[config.mk]
export PLATFORM = sky130hd
export DESIGN_NAME = dram_arbiter
export DESIGN_NICKNAME = d
export VERILOG_FILES = /design/src/rtl/dram_arb_pkg.sv /design/src/rtl/rr_arbiter2.sv /design/src/rtl/dram_arbiter.sv
export SDC_FILE = /design/constraint.sdc
export NUM_CORES = 1
export LEC_CHECK = 0
export CORE_UTILIZATION = 41
export CTS_BUF_LIST = sky130_fd_sc_hd__clkbuf_16
export DETAILED_ROUTE_END_ITERATION = 10
export PLACE_DENSITY = 0.92
export SLEW_MARGIN = 30
export SYNTH_ARGS = -nofsm -noshare
export SYNTH_HDL_FRONTEND = slang
export SYNTH_SLANG_ARGS = --single-unit
[constraint.sdc]
create_clock -name clk -period 13.25 [get_ports clk]
set_clock_uncertainty 0.2 [all_clocks]
set_input_delay 1.9875 -clock clk [delete_from_list [all_inputs] [get_ports clk]]
set_output_delay 1.9875 -clock clk [all_outputs]
set_load 0.01 [all_outputs]
[src/rtl/dram_arb_pkg.sv]
// Shared types and constants for the two-port DRAM arbiter.
// Imported by the round-robin picker and the arbiter top.
package dram_arb_pkg;

    typedef enum logic [1:0] {
        IDLE   = 2'd0,
        ACCESS = 2'd1,
        WAIT   = 2'd2,
        DONE   = 2'd3
    } state_t;

    localparam logic PORT_DMEM = 1'b0;
    localparam logic PORT_IMEM = 1'b1;

    // The wait counter holds RD_LAT-1 down to 0, so it needs at least one bit.
    function automatic int rd_cnt_width(input int rd_lat);
        return (rd_lat < 2) ? 1 : $clog2(rd_lat);
    endfunction

endpackage

[src/rtl/rr_arbiter2.sv]
// Combinational two-request round-robin picker.
// On a tie, the port that did not win last time is chosen.
module rr_arbiter2
    import dram_arb_pkg::*;
(
    input  logic [1:0] req,
    input  logic       last_grant,
    output logic       gnt_valid,
    output logic       gnt_idx
);

    always_comb begin
        gnt_valid = |req;
        gnt_idx   = PORT_DMEM;
        case (req)
            2'b01:   gnt_idx = PORT_DMEM;
            2'b10:   gnt_idx = PORT_IMEM;
            2'b11:   gnt_idx = ~last_grant;
            default: gnt_idx = PORT_DMEM;
        endcase
    end

endmodule

[src/rtl/dram_arbiter.sv]
// Two-port arbiter and sequencer in front of a single-port synchronous DRAM.
// One transaction at a time; all DRAM pins, acks and read data are registered.
module dram_arbiter
    import dram_arb_pkg::*;
#(
    parameter int ADDR_WIDTH = 32,
    parameter int DATA_WIDTH = 32,
    parameter int RD_LAT     = 1
) (
    input  logic                  clk,
    input  logic                  rst,

    input  logic                  m0_req,
    input  logic                  m0_we,
    input  logic [ADDR_WIDTH-1:0] m0_addr,
    input  logic [DATA_WIDTH-1:0] m0_wdata,
    output logic                  m0_ack,
    output logic [DATA_WIDTH-1:0] m0_rdata,

    input  logic                  m1_req,
    input  logic                  m1_we,
    input  logic [ADDR_WIDTH-1:0] m1_addr,
    input  logic [DATA_WIDTH-1:0] m1_wdata,
    output logic                  m1_ack,
    output logic [DATA_WIDTH-1:0] m1_rdata,

    output logic                  dram_cs,
    output logic                  dram_we,
    output logic [ADDR_WIDTH-1:0] dram_addr,
    output logic [DATA_WIDTH-1:0] dram_wdata,
    input  logic [DATA_WIDTH-1:0] dram_rdata
);

    localparam int CNT_W = rd_cnt_width(RD_LAT);

    state_t                state_q,      state_d;
    logic                  last_grant_q, last_grant_d;
    logic                  gnt_idx_q,    gnt_idx_d;
    logic [CNT_W-1:0]      cnt_q,        cnt_d;
    logic                  dram_cs_q,    dram_cs_d;
    logic                  dram_we_q,    dram_we_d;
    logic [ADDR_WIDTH-1:0] dram_addr_q,  dram_addr_d;
    logic [DATA_WIDTH-1:0] dram_wdata_q, dram_wdata_d;
    logic                  m0_ack_q,     m0_ack_d;
    logic                  m1_ack_q,     m1_ack_d;
    logic [DATA_WIDTH-1:0] m0_rdata_q,   m0_rdata_d;
    logic [DATA_WIDTH-1:0] m1_rdata_q,   m1_rdata_d;

    logic gnt_valid;
    logic gnt_idx;
    logic finish;

    rr_arbiter2 u_rr (
        .req        ({m1_req, m0_req}),
        .last_grant (last_grant_q),
        .gnt_valid  (gnt_valid),
        .gnt_idx    (gnt_idx)
    );

    // The DRAM address/data registers double as the latched request fields.
    always_comb begin
        state_d      = state_q;
        last_grant_d = last_grant_q;
        gnt_idx_d    = gnt_idx_q;
        cnt_d        = cnt_q;
        dram_cs_d    = dram_cs_q;
        dram_we_d    = dram_we_q;
        dram_addr_d  = dram_addr_q;
        dram_wdata_d = dram_wdata_q;
        m0_ack_d     = 1'b0;
        m1_ack_d     = 1'b0;
        m0_rdata_d   = m0_rdata_q;
        m1_rdata_d   = m1_rdata_q;
        finish       = 1'b0;

        case (state_q)
            IDLE: begin
                if (gnt_valid) begin
                    gnt_idx_d    = gnt_idx;
                    last_grant_d = gnt_idx;
                    dram_cs_d    = 1'b1;
                    dram_we_d    = (gnt_idx == PORT_IMEM) ? m1_we    : m0_we;
                    dram_addr_d  = (gnt_idx == PORT_IMEM) ? m1_addr  : m0_addr;
                    dram_wdata_d = (gnt_idx == PORT_IMEM) ? m1_wdata : m0_wdata;
                    state_d      = ACCESS;
                end
            end
            ACCESS: begin
                if (dram_we_q) begin
                    finish = 1'b1;
                end else begin
                    dram_we_d = 1'b0;
                    cnt_d     = CNT_W'(RD_LAT - 1);
                    state_d   = WAIT;
                end
            end
            WAIT: begin
                if (cnt_q == '0) begin
                    if (gnt_idx_q == PORT_IMEM) begin
                        m1_rdata_d = dram_rdata;
                    end else begin
                        m0_rdata_d = dram_rdata;
                    end
                    finish = 1'b1;
                end else begin
                    cnt_d = cnt_q - CNT_W'(1);
                end
            end
            DONE: begin
                state_d = IDLE;
            end
            default: begin
                state_d = IDLE;
            end
        endcase

        // Shared tail of the write (ACCESS) and read (last WAIT) paths.
        if (finish) begin
            dram_cs_d = 1'b0;
            dram_we_d = 1'b0;
            m0_ack_d  = (gnt_idx_q == PORT_DMEM);
            m1_ack_d  = (gnt_idx_q == PORT_IMEM);
            state_d   = DONE;
        end
    end

    always_ff @(posedge clk or posedge rst) begin
        if (rst) begin
            state_q      <= IDLE;
            last_grant_q <= PORT_IMEM;
            gnt_idx_q    <= PORT_DMEM;
            cnt_q        <= '0;
            dram_cs_q    <= 1'b0;
            dram_we_q    <= 1'b0;
            dram_addr_q  <= '0;
            dram_wdata_q <= '0;
            m0_ack_q     <= 1'b0;
            m1_ack_q     <= 1'b0;
            m0_rdata_q   <= '0;
            m1_rdata_q   <= '0;
        end else begin
            state_q      <= state_d;
            last_grant_q <= last_grant_d;
            gnt_idx_q    <= gnt_idx_d;
            cnt_q        <= cnt_d;
            dram_cs_q    <= dram_cs_d;
            dram_we_q    <= dram_we_d;
            dram_addr_q  <= dram_addr_d;
            dram_wdata_q <= dram_wdata_d;
            m0_ack_q     <= m0_ack_d;
            m1_ack_q     <= m1_ack_d;
            m0_rdata_q   <= m0_rdata_d;
            m1_rdata_q   <= m1_rdata_d;
        end
    end

    assign dram_cs    = dram_cs_q;
    assign dram_we    = dram_we_q;
    assign dram_addr  = dram_addr_q;
    assign dram_wdata = dram_wdata_q;
    assign m0_ack     = m0_ack_q;
    assign m1_ack     = m1_ack_q;
    assign m0_rdata   = m0_rdata_q;
    assign m1_rdata   = m1_rdata_q;

endmodule

Yosys cells after proc, flatten, opt, wreduce, memory -nomap -nowiden
Cells that the tools add are included.

Flip-flop bits (word level): 137. Input port bits: 166. Word-level logic and storage cells: 60.

Add/subtract/negate cells: 1. Equal/unequal tests: 8. Multiplexer cells: 22. Bitwise logic cells: 3. Reductions and logical operators: 14.

Operators by type and width (count): 32-bit two-way mux (2); 1-bit two-way mux (12); 3-bit AND reduction (3); 2-bit equality test, second input constant (4); 1-bit case mux with 2 select lines (4); 2-bit AND reduction (4); 2-bit two-way mux (3); 3-bit != test, second input constant (2); 2-bit case mux with 3 select lines (1); 2-bit nonzero test (3); 4-bit nonzero test (1); 1-bit NOT (3); 3-bit nonzero test (1); 2-bit by 1-bit equality test with 1-bit output, second input constant (1); 2-bit logical NOT (1); 2-bit != test, second input constant (1); 2-bit OR reduction (1); 1-bit subtractor, second input constant (1).

Longest topological paths before layout
Gate-level depths: netlist of the first run.

Depth in word-level cells: 6. Depth in mapped cells: 7.

Modules after synthesis
From an unflattened synthesis of the first run, not the netlist that was laid out.

Cell total of the unflattened synthesis: 458. Area, all modules: 5713.0 µm².

Modules (own cells, without submodules): dram_arbiter (times used 1, cells an instance 456, area each 5699.2 µm²); rr_arbiter2 (times used 1, cells an instance 2, area each 13.8 µm²).

Worst setup path after synthesis of the first run
OpenSTA, ideal clock, no wires.

Kind: input to register. Start: input port m1_req. End: register state_q[1]. Data arrival time: 2.825 ns. Slack: 10.101 ns. Cell stages on the path: 4. Buffers on the path: 1. Path through: o21ai_2 > buf_2 > a22o_1 > mux2_2.

Longest elaborated chain between the ends: 3.

RTL lines: from (decl) (line dram_arbiter.sv:20) `input logic m1_req,`; 2-bit OR reduction (line rr_arbiter2.sv:13) `gnt_valid = |req;`; 3-bit != test (no line); 3-bit AND reduction (no line); to (signal assigned) (line dram_arbiter.sv:142) `state_q <= state_d;`; to (decl) (line dram_arbiter.sv:36) `state_t state_q, state_d;`.

No other way between the ends. A chain may end at the register's enable or synchronous reset.

Worst setup path after layout of the first run
Start: input port m1_req. End: register dram_we_q (netlist: dram_we).

Longest elaborated chain between the ends: 6. Elaborated cells on any way between the ends: 10. Classes of those cells: eq/ne (3); mux (5); reduce/logical (2).

RTL lines: 2-bit equality test (line rr_arbiter2.sv:15) `case (req)`; 1-bit case mux with 2 select lines (line rr_arbiter2.sv:15); 1-bit two-way mux (line dram_arbiter.sv:82) `dram_we_d = (gnt_idx == PORT_IMEM) ? m1_we : m0_we;`; 1-bit two-way mux (line dram_arbiter.sv:78) `if (gnt_valid) begin`; 1-bit case mux with 2 select lines (line dram_arbiter.sv:76) `case (state_q)`; 1-bit two-way mux (line dram_arbiter.sv:118) `if (finish) begin`; to (signal assigned) (line dram_arbiter.sv:147) `dram_we_q <= dram_we_d;`; to (decl) (line dram_arbiter.sv:41) `logic dram_we_q, dram_we_d;`.

Several ways; a longest one is shown, not always the timed one. The select of a mux whose other input is x is not followed.

==> results.cfg, run 1 <==
[status]
run_status = completed

[timing]
layout_worst_path_cycle_share_pct = 33.51
hold_violations = 0
hold_ws_ns = 0.2815
finalSetupViolCount = 0
max_freq_mhz = 225.2
shortest_clock_period_the_worst_path_allows_after_layout_ns = 4.440
slew-limit-headroom_pct = 39.55
unrepaired_setup_endpoints_after_global_routing = no
worst_slack_ns = 8.810
fin_setup_tns_ns = 0
maxSlewViolCount = 0
tightestPinTransition_ns = 0.9044

[grt]
first_global_vias = 4804
maximum_number_of_pins_on_one_net_before_global_route_repair = 87
first_pass_grt_wire_length_um = 24950
grt_antenna_before_repair = 0
groute.usage.overall_pct = 22.86
grt_overflow = 0

[logic_synthesis]
post_synth_instance_area_um2 = 5723
ys_ff_latch = 136
netlist.top_cell.by_area = sky130_fd_sc_hd__dfrtp_1
yosysWarnings = 0
ys.flop_type = sky130_fd_sc_hd__dfrtp_1
synth_most_common_cell = sky130_fd_sc_hd__dfrtp_1
synthArstFlopShare_pct = 100.0
yosys-top-cells-area = sky130_fd_sc_hd__dfrtp_1 (59%), sky130_fd_sc_hd__mux2_2 (13%), sky130_fd_sc_hd__mux2i_1 (11%)
number_of_synthesized_flops_with_an_enable_pin = 0
postSynthAreaPerCell_um2 = 12.63
synth.yosys.seq_area_share_pct = 59.49
synth.top_cells.by_count = sky130_fd_sc_hd__dfrtp_1 (135), sky130_fd_sc_hd__mux2i_1 (65), sky130_fd_sc_hd__nand2_1 (65)
syn-instance-count = 453
syn_nets = 624
post-synth-top-area-fraction_pct = 59.03
synth_cell_types = 28

[drt]
post_drt_via_cell_ratio = 4.907
wirelength_um = 15910
drtIter0Drc = 187
remaining_drc_errors = 0
detailedRoute.firstPassIterationCount = 4
post_detailed_route_wirelength_per_cell_um = 17.01
ant_nets = 0
vias = 4588

[pwr]
pwr-share-comb_pct = 45.3
power_switching_uw = 725.1
power-per-cell-area_nw_per_um2 = 236.9
int_power_mw = 1.512
power.share.clock_pct = 21.3
total_power_mw = 2.237
vdd_drop_max_v = 0.0001030
total_leakage_power_nw = 4.053
switch_share_pct = 32.42
share_seq_of_total_power_pct = 33.4

[setup_path]
timing.critical_path.required_ns = 13.36
critical_path.reg2reg.endpoint = dram_we$_DFFE_PP0P_
timing.reg2reg.setup_slack_ns = 10.62
endpoint_kind = flip-flop
crit_fanout = 45
class_of_the_most_critical_setup_path = in2reg
reg2reg_depth = 4
reg2reg_from = last_grant_q$_DFFE_PP1P_
critPathArrivalTime_ns = 4.56
start_kind = input port

[layout]
post_layout_nonfiller_instances = 935
n_antenna_cell = 0
area_growth_pct = 65.00
layout.nets = 918
drive_above_1_share_pct = 13.70
n_fill_cell = 924

[job]
cap_violations = 0

[place]
place.detailed.instances = 903
detailedPlace.worstSlack_ns = 8.369
port_buffers = 297
dpl.hpwl_um = 11720
place.gp.congestion = 0.7950

[hold_path]
holdCritStartpoint = dram_wdata[5]$_DFFE_PP0P_
worstHoldEndpoint = dram_wdata[5]$_DFFE_PP0P_
min_path_cells = 2
hold_class = reg2reg

[clock_network]
path_clk_slew_ns = 0.06
htree_levels = 4
cts_repair_resizes = 0
cts_tree = built
cts-buffers-inserted = 17
ctsHoldBuffers = 0
post_cts.repair.setup_buffers = 0
ctsRootBufferMaster = sky130_fd_sc_hd__clkbuf_16
clock_sink_count = 136
ctsLongestPathBuffers = 2
clk_latency_ns = 0.41

[die]
dieWidth_um = 120.1
floorplan.io_pins = 298
coreArea_um2 = 13450
die_y_um = 120.1
initial_cell_density_of_the_core_pct = 42.54
dieArea_um2 = 14430
row_count = 42
[cells in the final DEF, fill, tap and decap left out]
cell type / n
sky130_fd_sc_hd__clkdlybuf4s50_1: 297
sky130_fd_sc_hd__dfrtp_1: 135
sky130_fd_sc_hd__nand2_1: 65
sky130_fd_sc_hd__mux2i_1: 65
sky130_fd_sc_hd__mux2_2: 64
sky130_fd_sc_hd__o21ai_1: 39
sky130_fd_sc_hd__o21ai_0: 26
sky130_fd_sc_hd__clkbuf_16: 17
sky130_fd_sc_hd__inv_6: 5
sky130_fd_sc_hd__ha_1: 5
sky130_fd_sc_hd__inv_1: 4
sky130_fd_sc_hd__clkinvlp_4: 4
sky130_fd_sc_hd__buf_4: 4
sky130_fd_sc_hd__a21oi_1: 3
sky130_fd_sc_hd__nor2_1: 3
sky130_fd_sc_hd__bufinv_16: 3
sky130_fd_sc_hd__a22o_1: 2
sky130_fd_sc_hd__nor3_1: 2
sky130_fd_sc_hd__o21ai_4: 1
sky130_fd_sc_hd__o21bai_1: 1
sky130_fd_sc_hd__a211o_1: 1
sky130_fd_sc_hd__nand2b_1: 1
sky130_fd_sc_hd__mux2_1: 1
sky130_fd_sc_hd__a21boi_4: 1
sky130_fd_sc_hd__and2_1: 1
sky130_fd_sc_hd__a31oi_1: 1
sky130_fd_sc_hd__o21a_1: 1
sky130_fd_sc_hd__a311oi_1: 1
sky130_fd_sc_hd__clkinv_4: 1
sky130_fd_sc_hd__clkinv_2: 1
sky130_fd_sc_hd__clkinv_1: 1
sky130_fd_sc_hd__dfstp_2: 1
sky130_fd_sc_hd__buf_6: 1
sky130_fd_sc_hd__buf_16: 1
[kinds of logic (layout without fill, tap and decap cells)]
logic type	after synthesis	after routing	synth area share (%)
buffers and inverters	33	339	3.126
AND/OR/NAND/NOR	72	72	4.854
adder cells (fa/ha/maj)	5	5	1.093
multiplexers	130	130	24.16
AO/OA/AOI/OAI	77	77	7.280
flip-flops	136	136	59.49
[critical path, cell delays in order]
cell                              delay (ns)
sky130_fd_sc_hd__clkdlybuf4s50_1        0.56
sky130_fd_sc_hd__a21boi_4               0.77
sky130_fd_sc_hd__buf_4                  0.72
sky130_fd_sc_hd__mux2i_1                0.16
sky130_fd_sc_hd__a311oi_1               0.30
[metal layers]
layer	routed length, um	up-vias	part of all wire, %	GRT usage, %
met5	0	-	0	0
met4	485	0	3.0	10.31
met3	1271	34	8.0	7.319
met2	8240	227	52	40.12
met1	5908	2177	37	25.02
li1	-	2150	-	-
[flip-flops by register name, indices dropped and copies added (netlist names), 2 cells and up]
name,flops
state_q,2
dram_wdata,32
m0_rdata,32
dram_addr,32
m1_rdata,32
[power groups by stage]
stage                     registers [mW]  logic (mW)  clock network [mW]
after global placement             0.733       0.981                   0
after detailed placement           0.750        1.01                   0
after global routing               0.772        1.09               0.506
after CTS                          0.748        1.02               0.486
final                              0.748        1.01               0.476
after floorplan                    0.828       0.376                   0
[worst max-delay path by stage]
| stage | startpoint | endpoint | slack (ns) | cells after the start |
|---|---|---|---|---|
| finish | m1_req | dram_we$_DFFE_PP0P_ | 8.81 | 5 |
| global route | m1_req | dram_we$_DFFE_PP0P_ | 8.65 | 5 |
| floorplan | rst | dram_addr[0]$_DFFE_PP0P_ | 7.42 | 1 |
| CTS | m1_req | dram_we$_DFFE_PP0P_ | 8.79 | 5 |
| global placement | m1_req | dram_we$_DFFE_PP0P_ | 8.44 | 5 |
| detailed placement | m1_req | dram_we$_DFFE_PP0P_ | 8.37 | 5 |
[area by class of cell]
| cell class | count | area [um^2] | area share [%] |
|---|---|---|---|
| multi-input cells | 284 | 2155 | 22.82 |
| repair buffers | 303 | 3042 | 32.21 |
| clock buffers | 17 | 425.4 | 4.505 |
| well taps | 176 | 220.2 | 2.332 |
| flip-flops and latches | 136 | 3405 | 36.05 |
| clock inverters | 14 | 172.7 | 1.829 |
| inverters | 5 | 23.77 | 0.2518 |
[per-stage QoR]
step / util, % / instance area, um^2
after floorplan: - / 5723
after global placement: 65.51 / 8813
after detailed placement: 65.51 / 8813
after CTS: 69.96 / 9412
after global routing: 70.19 / 9443
final: 70.19 / 9443
No activity file was read; power rests on OpenSTA's default activity.
==> inputs of run 2 (changes only) <==
CORE_UTILIZATION = 40   (was 41)
PLACE_DENSITY = 0.9   (was 0.92)
clock period = 4.2 ns   (was 13.25 ns; I/O delays follow)
==> run 2 against run 1 <==
Effect of this change:
- non-clock buffer count increased by 1
- worst setup slack got worse by 6.9 ns
- combinational power rose to 3.1 times the previous value
- critical path type unchanged
- critical endpoint is now state_q[1]$_DFFE_PP0P_
- largest cell class unchanged
- highest routed layer unchanged
==> results.cfg, run 2 (synthesis gave the netlist of run 1 again) <==
[clock_network]
cts_tree = built
cts_repair_resizes = 0
ctsHoldBuffers = 0
post_cts.repair.setup_buffers = 0
htree_levels = 4
clk_latency_ns = 0.40
clock_sink_count = 136
ctsRootBufferMaster = sky130_fd_sc_hd__clkbuf_16
ctsLongestPathBuffers = 2
path_clk_slew_ns = 0.06
cts-buffers-inserted = 17

[setup_path]
timing.critical_path.required_ns = 4.29
worst_path_largest_cell_delay_ns = 0.53
reg2reg_from = state_q[0]$_DFFE_PP0P_
path_cells = clkdlybuf4s50_1 > o21ai_4 > buf_4 > a22o_1 > mux2_2
timing.reg2reg.setup_slack_ns = 1.88
start_kind = input port
critical_path.reg2reg.endpoint = state_q[1]$_DFFE_PP0P_
cp_top_family = buffers and inverters
class_of_the_most_critical_setup_path = in2reg
reg2reg_depth = 6
critPathArrivalTime_ns = 2.42
crit_fanout = 55
cp.buffers_inverters = 2
cp_slowest_cell = sky130_fd_sc_hd__clkdlybuf4s50_1
endpoint_kind = flip-flop
critical_path_cell_count = 5

[drt]
ant_nets = 0
post_detailed_route_wirelength_per_cell_um = 16.86
remaining_drc_errors = 0
post_drt_via_cell_ratio = 4.855
vias = 4573
detailedRoute.firstPassIterationCount = 4
drtIter0Drc = 174
wirelength_um = 15880

[die]
row_count = 43
die_y_um = 121.6
floorplan.io_pins = 298
dieArea_um2 = 14790
initial_cell_density_of_the_core_pct = 41.07
dieWidth_um = 121.6
coreArea_um2 = 13930

[grt]
maximum_number_of_pins_on_one_net_before_global_route_repair = 137
grt_overflow = 0
grtUsageMet2_pct = 39.60
met1_capacity_usage_during_global_routing_pct = 23.82
first_global_vias = 4929
grt_antenna_before_repair = 1
top_usage_layer = met2
first_pass_grt_wire_length_um = 24580
groute.usage.overall_pct = 22.00
groute.layer.met3.usage_pct = 6.882

[hold_path]
hold_class = reg2reg
min_path_cells = 2
worstHoldEndpoint = dram_addr[10]$_DFFE_PP0P_
holdCritStartpoint = dram_addr[10]$_DFFE_PP0P_

[pwr]
share_seq_of_total_power_pct = 34.1
power_switching_mw = 2.263
switch_share_pct = 32.81
power.share.clock_pct = 20.0
vdd_drop_max_v = 0.0005678
power-per-cell-area_nw_per_um2 = 733.7
total_leakage_power_nw = 4.030
total_power_mw = 6.898
pwr-share-comb_pct = 45.9
int_power_mw = 4.635

[timing]
max_freq_mhz = 430.4
maxSlewViolCount = 0
hold_violations = 0
fin_setup_tns_ns = 0
layout_worst_path_cycle_share_pct = 55.32
hold_ws_ns = 0.2773
worst_slack_ns = 1.876
finalSetupViolCount = 0
unrepaired_setup_endpoints_after_global_routing = no
tightestPinTransition_ns = 0.7506
shortest_clock_period_the_worst_path_allows_after_layout_ns = 2.324
slew-limit-headroom_pct = 49.96

[layout]
area_growth_pct = 64.28
layout_commonest_cell = sky130_fd_sc_hd__clkdlybuf4s50_1
drive_above_1_share_pct = 13.80
final_cell_mix = sky130_fd_sc_hd__clkdlybuf4s50_1 (297), sky130_fd_sc_hd__dfrtp_1 (135), sky130_fd_sc_hd__nand2_1 (65), sky130_fd_sc_hd__mux2i_1 (65), sky130_fd_sc_hd__mux2_2 (64)
n_fill_cell = 1007
layout.nets = 919
finalInstanceArea_um2 = 9402
utilization_pct = 67.47
post_layout_nonfiller_instances = 942

[place]
port_buffers = 297
dpl.hpwl_um = 11860
placedInstanceArea_um2 = 8845
place.gp.congestion = 0.8160
detailedPlace.worstSlack_ns = 1.490
place.detailed.instances = 909

[job]
cap_violations = 0

[status]
run_status = completed
[run 2: worst max path at each step]
stage	from	to	slack [ns]
floorplan	rst	dram_addr[0]$_DFFE_PP0P_	1.68
global placement	m0_req	state_q[1]$_DFFE_PP0P_	1.53
detailed placement	m0_req	state_q[1]$_DFFE_PP0P_	1.49
CTS	state_q[0]$_DFFE_PP0P_	state_q[1]$_DFFE_PP0P_	1.92
global route	state_q[0]$_DFFE_PP0P_	state_q[1]$_DFFE_PP0P_	1.77
finish	m0_req	state_q[1]$_DFFE_PP0P_	1.88
[run 2: cell type report]
| cell class | count | area [um^2] | share of cell area, % |
|---|---|---|---|
| diodes | 1 | 2.502 | 0.02662 |
| clock buffers | 17 | 425.4 | 4.525 |
| clock inverters | 15 | 128.9 | 1.371 |
| inverters | 5 | 22.52 | 0.2396 |
| multi-input cells | 284 | 2155 | 22.92 |
| flip-flops and latches | 136 | 3405 | 36.21 |
| well taps | 180 | 225.2 | 2.396 |
| repair buffers | 304 | 3038 | 32.31 |
[run 2: power by group through the flow]
stage / sequential (mW) / combinational [mW] / clock [mW]
after floorplan: 2.61 / 1.19 / 0
after global placement: 2.32 / 3.09 / 0
after detailed placement: 2.37 / 3.20 / 0
after CTS: 2.36 / 3.21 / 1.42
after global routing: 2.43 / 3.43 / 1.48
final: 2.35 / 3.17 / 1.38
[run 2: metal layers]
layer	part of all wire, %	up-vias
met5	0	-
met4	2.2	0
met3	8.0	21
met2	52	203
met1	37	2185
li1	-	2164
[run 2: worst register-to-register path: stages (launching register included)]
cell,delay (ns)
sky130_fd_sc_hd__dfrtp_1,0.43
sky130_fd_sc_hd__inv_1,0.09
sky130_fd_sc_hd__ha_1,0.32
sky130_fd_sc_hd__o21ai_4,0.11
sky130_fd_sc_hd__buf_4,0.46
sky130_fd_sc_hd__a22o_1,0.27
sky130_fd_sc_hd__mux2_2,0.33
